$ cat src/rtl/seq_chunk_adder_pkg.sv
// Shared types and helpers for the chunked sequential adder.
package adder_pkg;

    typedef enum logic [1:0] {
        IDLE = 2'd0,
        BUSY = 2'd1,
        DONE = 2'd2
    } state_t;

    // Ceiling log2. Returns 0 for n <= 1, so callers clamp the result to at least 1 bit.
    function automatic int clog2(input int n);
        int r;
        int v;
        r = 0;
        v = n - 1;
        while (v > 0) begin
            r++;
            v = v >> 1;
        end
        return r;
    endfunction

endpackage

$ cat src/rtl/seq_chunk_adder_if.sv
// Operand and result handshake bundle for seq_chunk_adder.
// Defining ADD_SUB_EN adds the sub mode select.
interface seq_chunk_adder_if #(
    parameter int WIDTH = 8
);
    logic             in_valid;
    logic             in_ready;
    logic [WIDTH-1:0] a;
    logic [WIDTH-1:0] b;
    logic             cin;
`ifdef ADD_SUB_EN
    logic             sub;
`endif
    logic             out_valid;
    logic             out_ready;
    logic [WIDTH-1:0] sum;
    logic             cout;
    logic             ovf;

    modport master (
`ifdef ADD_SUB_EN
        output sub,
`endif
        output in_valid, a, b, cin, out_ready,
        input  in_ready, out_valid, sum, cout, ovf
    );

    modport slave (
`ifdef ADD_SUB_EN
        input  sub,
`endif
        input  in_valid, a, b, cin, out_ready,
        output in_ready, out_valid, sum, cout, ovf
    );
endinterface

$ cat src/rtl/seq_chunk_adder_chunk_add.sv
// Combinational W-bit ripple slice built from full-adder cells.
// Also exposes the carry into its top bit for overflow detection.
module chunk_add #(
    parameter int W = 2
) (
    input  logic [W-1:0] x,
    input  logic [W-1:0] y,
    input  logic         ci,
    output logic [W-1:0] s,
    output logic         co,
    output logic         c_msb_in
);
    logic [W:0] c;

    assign c[0] = ci;

    for (genvar gi = 0; gi < W; gi++) begin : g_fa
        assign s[gi]    = x[gi] ^ y[gi] ^ c[gi];
        assign c[gi+1]  = (x[gi] & y[gi]) | (x[gi] & c[gi]) | (y[gi] & c[gi]);
    end

    assign co       = c[W];
    assign c_msb_in = c[W-1];
endmodule

$ cat src/rtl/seq_chunk_adder.sv
// Multi-cycle adder: sums CHUNK bits per clock with a registered carry between slices.
// Optional ADD_SUB_EN adds a subtract mode (a + ~b + 1).
module seq_chunk_adder
    import adder_pkg::*;
#(
    parameter int WIDTH = 8,
    parameter int CHUNK = 2
) (
    input  logic               clk,
    input  logic               rst_n,
    seq_chunk_adder_if.slave   bus
);
    localparam int NCHUNK = (CHUNK > 0) ? (WIDTH / CHUNK) : 1;
    localparam int CNT_W  = (clog2(NCHUNK) < 1) ? 1 : clog2(NCHUNK);
    localparam logic [CNT_W-1:0] LAST = CNT_W'(NCHUNK - 1);

    if ((CHUNK < 1) ? 1'b1 : ((WIDTH % CHUNK) != 0)) begin : g_param_err
        $error("seq_chunk_adder: WIDTH must be a positive multiple of CHUNK");
    end

    state_t             state_reg;
    logic [CNT_W-1:0]   cnt_reg;
    logic               carry_reg;
    logic [WIDTH-1:0]   a_reg;
    logic [WIDTH-1:0]   b_reg;
    logic               cout_reg;
    logic               ovf_reg;
    logic               in_ready_reg;
    logic               out_valid_reg;
    logic [CHUNK-1:0]   sum_sl_reg [NCHUNK];

    logic [CHUNK-1:0]   a_sl [NCHUNK];
    logic [CHUNK-1:0]   b_sl [NCHUNK];
    logic [CHUNK-1:0]   slice_s;
    logic               slice_co;
    logic               slice_cmsb;
    logic [WIDTH-1:0]   b_eff;
    logic               c_eff;
    logic [WIDTH-1:0]   sum_w;

    // Subtraction is folded in at latch time so the datapath only ever adds.
`ifdef ADD_SUB_EN
    assign b_eff = bus.sub ? ~bus.b : bus.b;
    assign c_eff = bus.sub ? 1'b1 : bus.cin;
`else
    assign b_eff = bus.b;
    assign c_eff = bus.cin;
`endif

    for (genvar gi = 0; gi < NCHUNK; gi++) begin : g_slice
        assign a_sl[gi] = a_reg[gi*CHUNK +: CHUNK];
        assign b_sl[gi] = b_reg[gi*CHUNK +: CHUNK];
        assign sum_w[gi*CHUNK +: CHUNK] = sum_sl_reg[gi];

        always_ff @(posedge clk or negedge rst_n) begin
            if (!rst_n) begin
                sum_sl_reg[gi] <= '0;
            end else if (state_reg == BUSY && cnt_reg == CNT_W'(gi)) begin
                sum_sl_reg[gi] <= slice_s;
            end
        end
    end

    chunk_add #(
        .W (CHUNK)
    ) u_chunk_add (
        .x        (a_sl[cnt_reg]),
        .y        (b_sl[cnt_reg]),
        .ci       (carry_reg),
        .s        (slice_s),
        .co       (slice_co),
        .c_msb_in (slice_cmsb)
    );

    always_ff @(posedge clk or negedge rst_n) begin
        if (!rst_n) begin
            state_reg     <= IDLE;
            cnt_reg       <= '0;
            carry_reg     <= 1'b0;
            a_reg         <= '0;
            b_reg         <= '0;
            cout_reg      <= 1'b0;
            ovf_reg       <= 1'b0;
            in_ready_reg  <= 1'b1;
            out_valid_reg <= 1'b0;
        end else begin
            case (state_reg)
                IDLE: begin
                    if (bus.in_valid) begin
                        a_reg        <= bus.a;
                        b_reg        <= b_eff;
                        carry_reg    <= c_eff;
                        cnt_reg      <= '0;
                        in_ready_reg <= 1'b0;
                        state_reg    <= BUSY;
                    end
                end
                BUSY: begin
                    carry_reg <= slice_co;
                    cnt_reg   <= cnt_reg + 1'b1;
                    if (cnt_reg == LAST) begin
                        cout_reg      <= slice_co;
                        ovf_reg       <= slice_co ^ slice_cmsb;
                        out_valid_reg <= 1'b1;
                        state_reg     <= DONE;
                    end
                end
                DONE: begin
                    // Return to IDLE only; a new operand is taken on a later edge.
                    if (bus.out_ready) begin
                        out_valid_reg <= 1'b0;
                        in_ready_reg  <= 1'b1;
                        state_reg     <= IDLE;
                    end
                end
                default: begin
                    state_reg <= IDLE;
                end
            endcase
        end
    end

    assign bus.in_ready  = in_ready_reg;
    assign bus.out_valid = out_valid_reg;
    assign bus.sum       = sum_w;
    assign bus.cout      = cout_reg;
    assign bus.ovf       = ovf_reg;
endmodule

$ cat src/flat_wrapper.sv
// flat-port wrapper written by rule: the top's interface ports become plain ports
module seq_chunk_adder_flat import adder_pkg::*;
#(
    parameter int WIDTH = 8,
    parameter int CHUNK = 2
)
  (clk, rst_n, bus_in_valid, bus_a, bus_b, bus_cin, bus_out_ready, bus_in_ready, bus_out_valid, bus_sum, bus_cout, bus_ovf);
  seq_chunk_adder_if #(.WIDTH(WIDTH)) bus_i ();
  input  logic clk;
  input  logic rst_n;
  input wire logic [$bits(bus_i.in_valid)-1:0] bus_in_valid;
  input wire logic [$bits(bus_i.a)-1:0] bus_a;
  input wire logic [$bits(bus_i.b)-1:0] bus_b;
  input wire logic [$bits(bus_i.cin)-1:0] bus_cin;
  input wire logic [$bits(bus_i.out_ready)-1:0] bus_out_ready;
  output wire logic [$bits(bus_i.in_ready)-1:0] bus_in_ready;
  output wire logic [$bits(bus_i.out_valid)-1:0] bus_out_valid;
  output wire logic [$bits(bus_i.sum)-1:0] bus_sum;
  output wire logic [$bits(bus_i.cout)-1:0] bus_cout;
  output wire logic [$bits(bus_i.ovf)-1:0] bus_ovf;
  assign bus_i.in_valid = bus_in_valid;
  assign bus_i.a = bus_a;
  assign bus_i.b = bus_b;
  assign bus_i.cin = bus_cin;
  assign bus_i.out_ready = bus_out_ready;
  assign bus_in_ready = bus_i.in_ready;
  assign bus_out_valid = bus_i.out_valid;
  assign bus_sum = bus_i.sum;
  assign bus_cout = bus_i.cout;
  assign bus_ovf = bus_i.ovf;
  seq_chunk_adder #(.WIDTH(WIDTH), .CHUNK(CHUNK)) u_core (.clk(clk), .rst_n(rst_n), .bus(bus_i));
endmodule
$ cat config.mk
export PLATFORM = sky130hd
export DESIGN_NAME = seq_chunk_adder_flat
export DESIGN_NICKNAME = d
export VERILOG_FILES = /design/src/rtl/seq_chunk_adder_pkg.sv /design/src/rtl/seq_chunk_adder_if.sv /design/src/rtl/seq_chunk_adder_chunk_add.sv /design/src/rtl/seq_chunk_adder.sv /design/src/flat_wrapper.sv
export SDC_FILE = /design/constraint.sdc
export NUM_CORES = 1
export LEC_CHECK = 0
export CORE_MARGIN = 2
export CORE_UTILIZATION = 54
export DETAILED_ROUTE_END_ITERATION = 7
export GPL_TIMING_DRIVEN = 0
export PLACE_DENSITY = 0.84
export SLEW_MARGIN = 20
export SYNTH_ARGS = -nofsm -noshare
export SYNTH_HDL_FRONTEND = slang
export SYNTH_HIERARCHICAL = 1
export SYNTH_SLANG_ARGS = --single-unit
$ cat constraint.sdc
create_clock -name clk -period 6.4 [get_ports clk]
set_input_delay 1.28 -clock clk [delete_from_list [all_inputs] [get_ports clk]]
set_output_delay 1.28 -clock clk [all_outputs]
set_load 0.1 [all_outputs]
==> results.md, run 1 <==
- Cell variety after synth: 23
- Synth-to-layout area growth: 27.4%
- Post-Syn Area: 0.00160 mm²
- Mapped Cells: between 100 and 150
- Delay-heaviest family, CP: buffers and inverters
- Path type of the worst setup path: reg -> out
- RSZ-0062 raised after global routing: false
- Initial antenna violation count: 0
- Clk_lat worst skew: approximately 0.34 ns
- I/O Buffers: 32
- Vias/cell: roughly 5.4
- Root Buffer: clkbuf_4
- Nets: about 180
- First-pass DRT Iterations: 4
- GRT Total Usage: 0.193
- Fin. Hold Viols: 0
- Yosys warns: 6
- Critical path's largest stage delay: 1.14 ns
- Vias in the first global route: 1,062
- Syn_area_per_cell: between 10 and 15 µm²
- Post-layout min period: around 3.3 ns
- Max_cap viols: 0
- Slew @ Worst Pin: 0.988 ns
- CTS max path bufs: 2
- Setup Fix Bufs, Post-CTS: 0
- CP max FO: 3
- Reg clk slew, reported paths: 0.10 ns
- Max-slew violations: 0
- Ratio of final minimum period to clock period: 0.519
- Critical path startpoint category: register
- Slowest-stage cell, CP: clkdlybuf4s50_1
- Mapped Nets: between 100 and 150
- Initial DRC Count: 20
- DRC violations left: 0
- Skew final: between 0.007 and 0.008 ns
- CP bufs+invs: 1
- Largest net degree at the start of global routing: 34
- Global-route wire length before repair: around 4.7 mm
- Diode count: 0
- Cts hold-fix bufs: 0
- Share of cells above drive strength 1: 0.282
- DP Wirelength: approximately 2.1 mm
- Grt total ovfl: 0
- Hold/Removal Path Class: reg -> reg
- Setup tns final: 0 ns
- Crit-path cells: clkdlybuf4s50_1
- Final antenna-violating net count: 0
- Data required time of the worst path: 5.12 ns
- CTS tree: yes
- Die H: slightly below 60 µm
- Vias post-DR: between 1k and 1.5k
- Fill count: 210
- Critical Path AT: 2.04 ns
- Cts repair resizes: 0
- Overall routed net length: roughly 2.8 mm
- Slew HR: 0.340
- Routability Congestion: approximately 0.81
- FMAX: between 300 and 400 MHz
- H-tree level count: 2
- Setup-failing EPs final: 0
- CTS sink count: 33
- Row Count: 19
- TritonCTS Buffers: 5
- Sequential share of the synthesized area: 0.516
- Starting Density: 0.577
- Die area: roughly 0.0034 mm²
- Number of I/O pins: 33
- Worst setup EP type: output pin
- Die Wd: just under 60 µm
- Status: finished clean
- Flops & latches, synth: 33
- WL/cell: 15.1 µm
- Core Area: 0.00278 mm²
layout make-up:
type	count	area [µm²]	share of cell area
sequential	33	827	0.405
multi-input combinational	67	689	0.337
timing repair buffer	32	315	0.154
clock buffer	7	55.1	0.0269
inverter	13	48.8	0.0239
buffer	3	38.8	0.0190
tap	31	38.8	0.0190
clock inverter	1	30.0	0.0147
routing by layer:
metal	track usage	up-vias	routed length [µm]
met5	0	-	0
met4	0.0831	0	40
met3	0.0615	6	167
met2	0.337	36	1440
met1	0.215	496	1180
li1	-	465	-
through the flow:
step | utilization | std cells | setup WS, ns | cell area, µm² | hold WS, ns
final | 0.735 | 187 | 3.08 | 2040 | 0.503
after global routing | 0.735 | 187 | 3.02 | 2040 | 0.544
after CTS | 0.735 | 187 | 3.06 | 2040 | 0.507
after detailed placement | 0.704 | 179 | 3.44 | 1960 | 0.483
after global placement | 0.706 | 179 | 3.46 | 1960 | 0.468
after floorplan | - | 116 | 4.13 | 1600 | 0.475
placed cells by master (no fill, tap or decap), types with 2 or more instances in the layout:
cell,synthesis,routed
dfrtp_1,32,32
clkdlybuf4s50_1,0,31
mux2_2,15,15
inv_1,13,13
mux2_4,10,10
nand2_1,9,9
a21oi_1,6,6
clkbuf_4,0,5
nor2_1,5,5
mux4_2,4,4
ha_1,4,4
o21ai_0,3,3
clkbuf_8,1,2
buf_2,1,2
nand3b_1,2,2
fa_1,2,2
worst paths after layout:
check	slack, ns	end	start	cells past startpoint
setup / recovery	3.08	bus_in_ready	u_core/bus.in_ready	1
hold reg to reg	0.50	u_core/bus.ovf	u_core/bus.ovf	2
setup reg to reg	4.00	u_core/bus.sum[1]	u_core/cnt_reg[0]	7
hold / removal	0.50	u_core/bus.ovf	u_core/bus.ovf	2
max in group asynchronous	4.97	u_core/a_reg[6]	rst_n	1
min in group asynchronous	0.99	u_core/b_reg[0]	rst_n	1
worst min-delay path, stage by stage, from the launching register on:
cell,delay (ns)
dfrtp_1,0.36
nand2_1,0.05
o21ai_0,0.07
cells in the mapped netlist:
master,count,share of area
ha_1,4,0.031
dfstp_2,1,0.016
o21ai_0,3,0.0094
o31ai_1,1,0.0047
nor2_1,5,0.012
a21oi_1,6,0.019
buf_12,1,0.012
or2b_1,1,0.0047
nor2b_4,1,0.0086
inv_1,13,0.030
nand2b_4,1,0.0086
fa_1,2,0.025
nand2b_1,1,0.0039
mux2_4,10,0.094
dfrtp_1,32,0.50
mux4_2,4,0.056
nand3b_1,2,0.0094
mux2_2,15,0.11
xnor2_1,1,0.0055
nand2_1,9,0.021
clkbuf_8,1,0.0086
buf_2,1,0.0031
nor2_8,1,0.012
kinds of logic (layout without fill, tap and decap cells):
logic type | Yosys count | after routing | synth area share
mux | 29 | 29 | 0.255
buf+inv | 16 | 56 | 0.0546
simple gates | 21 | 21 | 0.0803
compound gates | 10 | 10 | 0.0328
flops | 33 | 33 | 0.516
fa+ha+maj | 6 | 6 | 0.0562
xor+xnor | 1 | 1 | 0.00546
Power of run 1 is not shown: default switching activity piles up to over one toggle a cycle in this logic, so the estimate is an artifact.
==> run 2: changes to the inputs <==
- CORE_UTILIZATION: 54 -> 50
- PLACE_DENSITY: 0.84 -> 0.78
- clock period: 6.4 -> 3.2 ns (I/O delays scaled with it)
==> run 2 against run 1 <==
  * Sequential share of layout area hardly changed
  * Non-clock buffer count unchanged
  * Register-to-register slack got worse by 3.2 ns
  * Clock skew decreased by 0.0021 ns
  * Highest routed layer unchanged
  * Final cell count grew 7.0%
  * First-iteration DRC count shrank 20%
==> results.md, run 2 (same netlist as run 1, synthesis figures left out) <==
- WL/cell: 13.1 µm (-13%)
- Grt total ovfl: 0 (unchanged)
- Vias/cell: 4.90 (-8.6%)
- Routability Congestion: 0.788 (-2.8%)
- Flop-to-flop setup slack: 0.77 ns (-3.23 ns)
- Fill count: 250 (+19%)
- Share of cells above drive strength 1: 0.288 (+0.00641)
- CTS sink count: 33 (unchanged)
- FMAX: 379 MHz
- Max-slew violations: 0 (unchanged)
- Status: finished clean
- Delay-heaviest family, CP: buffers and inverters
- Overall routed net length: 2.62 mm (-7.2%)
- Slew HR: 0.353 (+0.0131)
- DRC violations left: 0 (unchanged)
- Commonest non-fill, non-tap cell in the layout: dfrtp_1
- CTS tree: yes
- Skew final: 0.00530 ns (-0.00213 ns)
- Largest net degree at the start of global routing: 34 (unchanged)
- CTS max path bufs: 2 (unchanged)
- Reg area: 827 µm² (unchanged)
- Reg-to-reg endpoint: u_core/bus.sum[7]
- Cts hold-fix bufs: 0 (unchanged)
- RSZ-0062 raised after global routing: false
- CP max FO: 3 (unchanged)
- Root Buffer: clkbuf_4
- Nets: 182 (unchanged)
- Reg2reg path depth: 7 (unchanged)
- Area of the multi-input gates: 689 µm² (unchanged)
- CP bufs+invs: 1 (unchanged)
- Ratio of final minimum period to clock period: 0.825
- Post-layout min period: 2.64 ns
- Cts repair resizes: 0 (unchanged)
- GRT Total Usage: 0.172 (-0.0213)
- Commonest cells after routing, fill and taps aside: dfrtp_1, clkdlybuf4s50_1, mux2_2
- Fin. Hold Viols: 0 (unchanged)
- Path type of the worst setup path: reg -> out
- Crit-path cells: clkdlybuf4s50_1
- Vias post-DR: 980 (-2.3%)
- Synth-to-layout area growth: 27.5% (about the same)
- Reg clk slew, reported paths: 0.10 ns (about the same)
- Setup-failing EPs final: 0 (unchanged)
- Worst setup EP type: output pin
- Critical path startpoint category: register
- Die H: 60.6 µm (+3.7%)
- Setup Fix Bufs, Post-CTS: 0 (unchanged)
- Placed insts: 192 (+7.3%)
- Initial antenna violation count: 0 (unchanged)
- Final antenna-violating net count: 0 (unchanged)
- First-pass DRT Iterations: 4 (unchanged)
- Number of I/O pins: 33 (unchanged)
- I/O Buffers: 32 (unchanged)
- Max_cap viols: 0 (unchanged)
- Die area: 0.00368 mm² (+7.5%)
- Die Wd: 60.6 µm (+3.7%)
- Critical Path AT: 2.00 ns (-0.04 ns)
- H-tree level count: 2 (unchanged)
- Slowest-stage cell, CP: clkdlybuf4s50_1
- Global-route wire length before repair: 4.50 mm (-5.1%)
- TritonCTS Buffers: 5 (unchanged)
- DP Wirelength: 2.03 mm (-2.5%)
- Core Area: 0.00305 mm² (+9.8%)
- Setup tns final: 0 ns (unchanged)
- Fin util: 0.670 (-0.0649)
- Data required time of the worst path: 2.56 ns (-2.56 ns)
- Hold_ws: 0.351 ns (-0.152 ns)
- Slew @ Worst Pin: 0.968 ns (-0.0196 ns)
- Initial DRC Count: 16 (-20%)
- Starting Density: 0.525 (-0.0513)
- Vias in the first global route: 1,002 (-5.6%)
- Critical path's largest stage delay: 1.13 ns (about the same)
- Hold/Removal Path Class: in -> async
- Finished Layout Cells: 200 (+7.0%)
- Row Count: 20 (+1)
- Diode count: 0 (unchanged)
- Clk_lat worst skew: 0.33 ns (about the same)
- Reg-to-reg critical path startpoint: u_core/cnt_reg[0]
## run 2: how the worst max path moves through the flow
stage / to / slack (ns) / cells after the start / startpoint
floorplan: u_core/bus.sum[1] / 0.93 / 7 / u_core/cnt_reg[0]
global placement: u_core/bus.sum[1] / 0.82 / 7 / u_core/cnt_reg[0]
detailed placement: u_core/bus.sum[7] / 0.76 / 7 / u_core/cnt_reg[0]
CTS: bus_in_ready / 0.54 / 1 / u_core/bus.in_ready
global route: bus_in_ready / 0.52 / 1 / u_core/bus.in_ready
finish: bus_in_ready / 0.56 / 1 / u_core/bus.in_ready
## run 2: layout make-up
type,instances,area share
clock inverter,1,0.00245
multi-input combinational,67,0.337
tap,44,0.0269
inverter,13,0.0239
buffer,3,0.0190
timing repair buffer,32,0.154
sequential,33,0.405
clock buffer,7,0.0318
## run 2: metrics by stage
step                instance area [µm²]  worst slack, ns
finish                             2040            0.560
global route                       2040            0.518
CTS                                2040            0.541
detailed placement                 1970            0.762
global placement                   1980            0.823
floorplan                          1600            0.935
## run 2: layer usage
layer	vias up	routed length, µm	global-route usage
li1	470	-	-
met1	477	1140	0.220
met2	29	1320	0.281
met3	4	129	0.0384
met4	0	34	0.0745
met5	-	0	0
Power of run 2 is left out for the same reason.
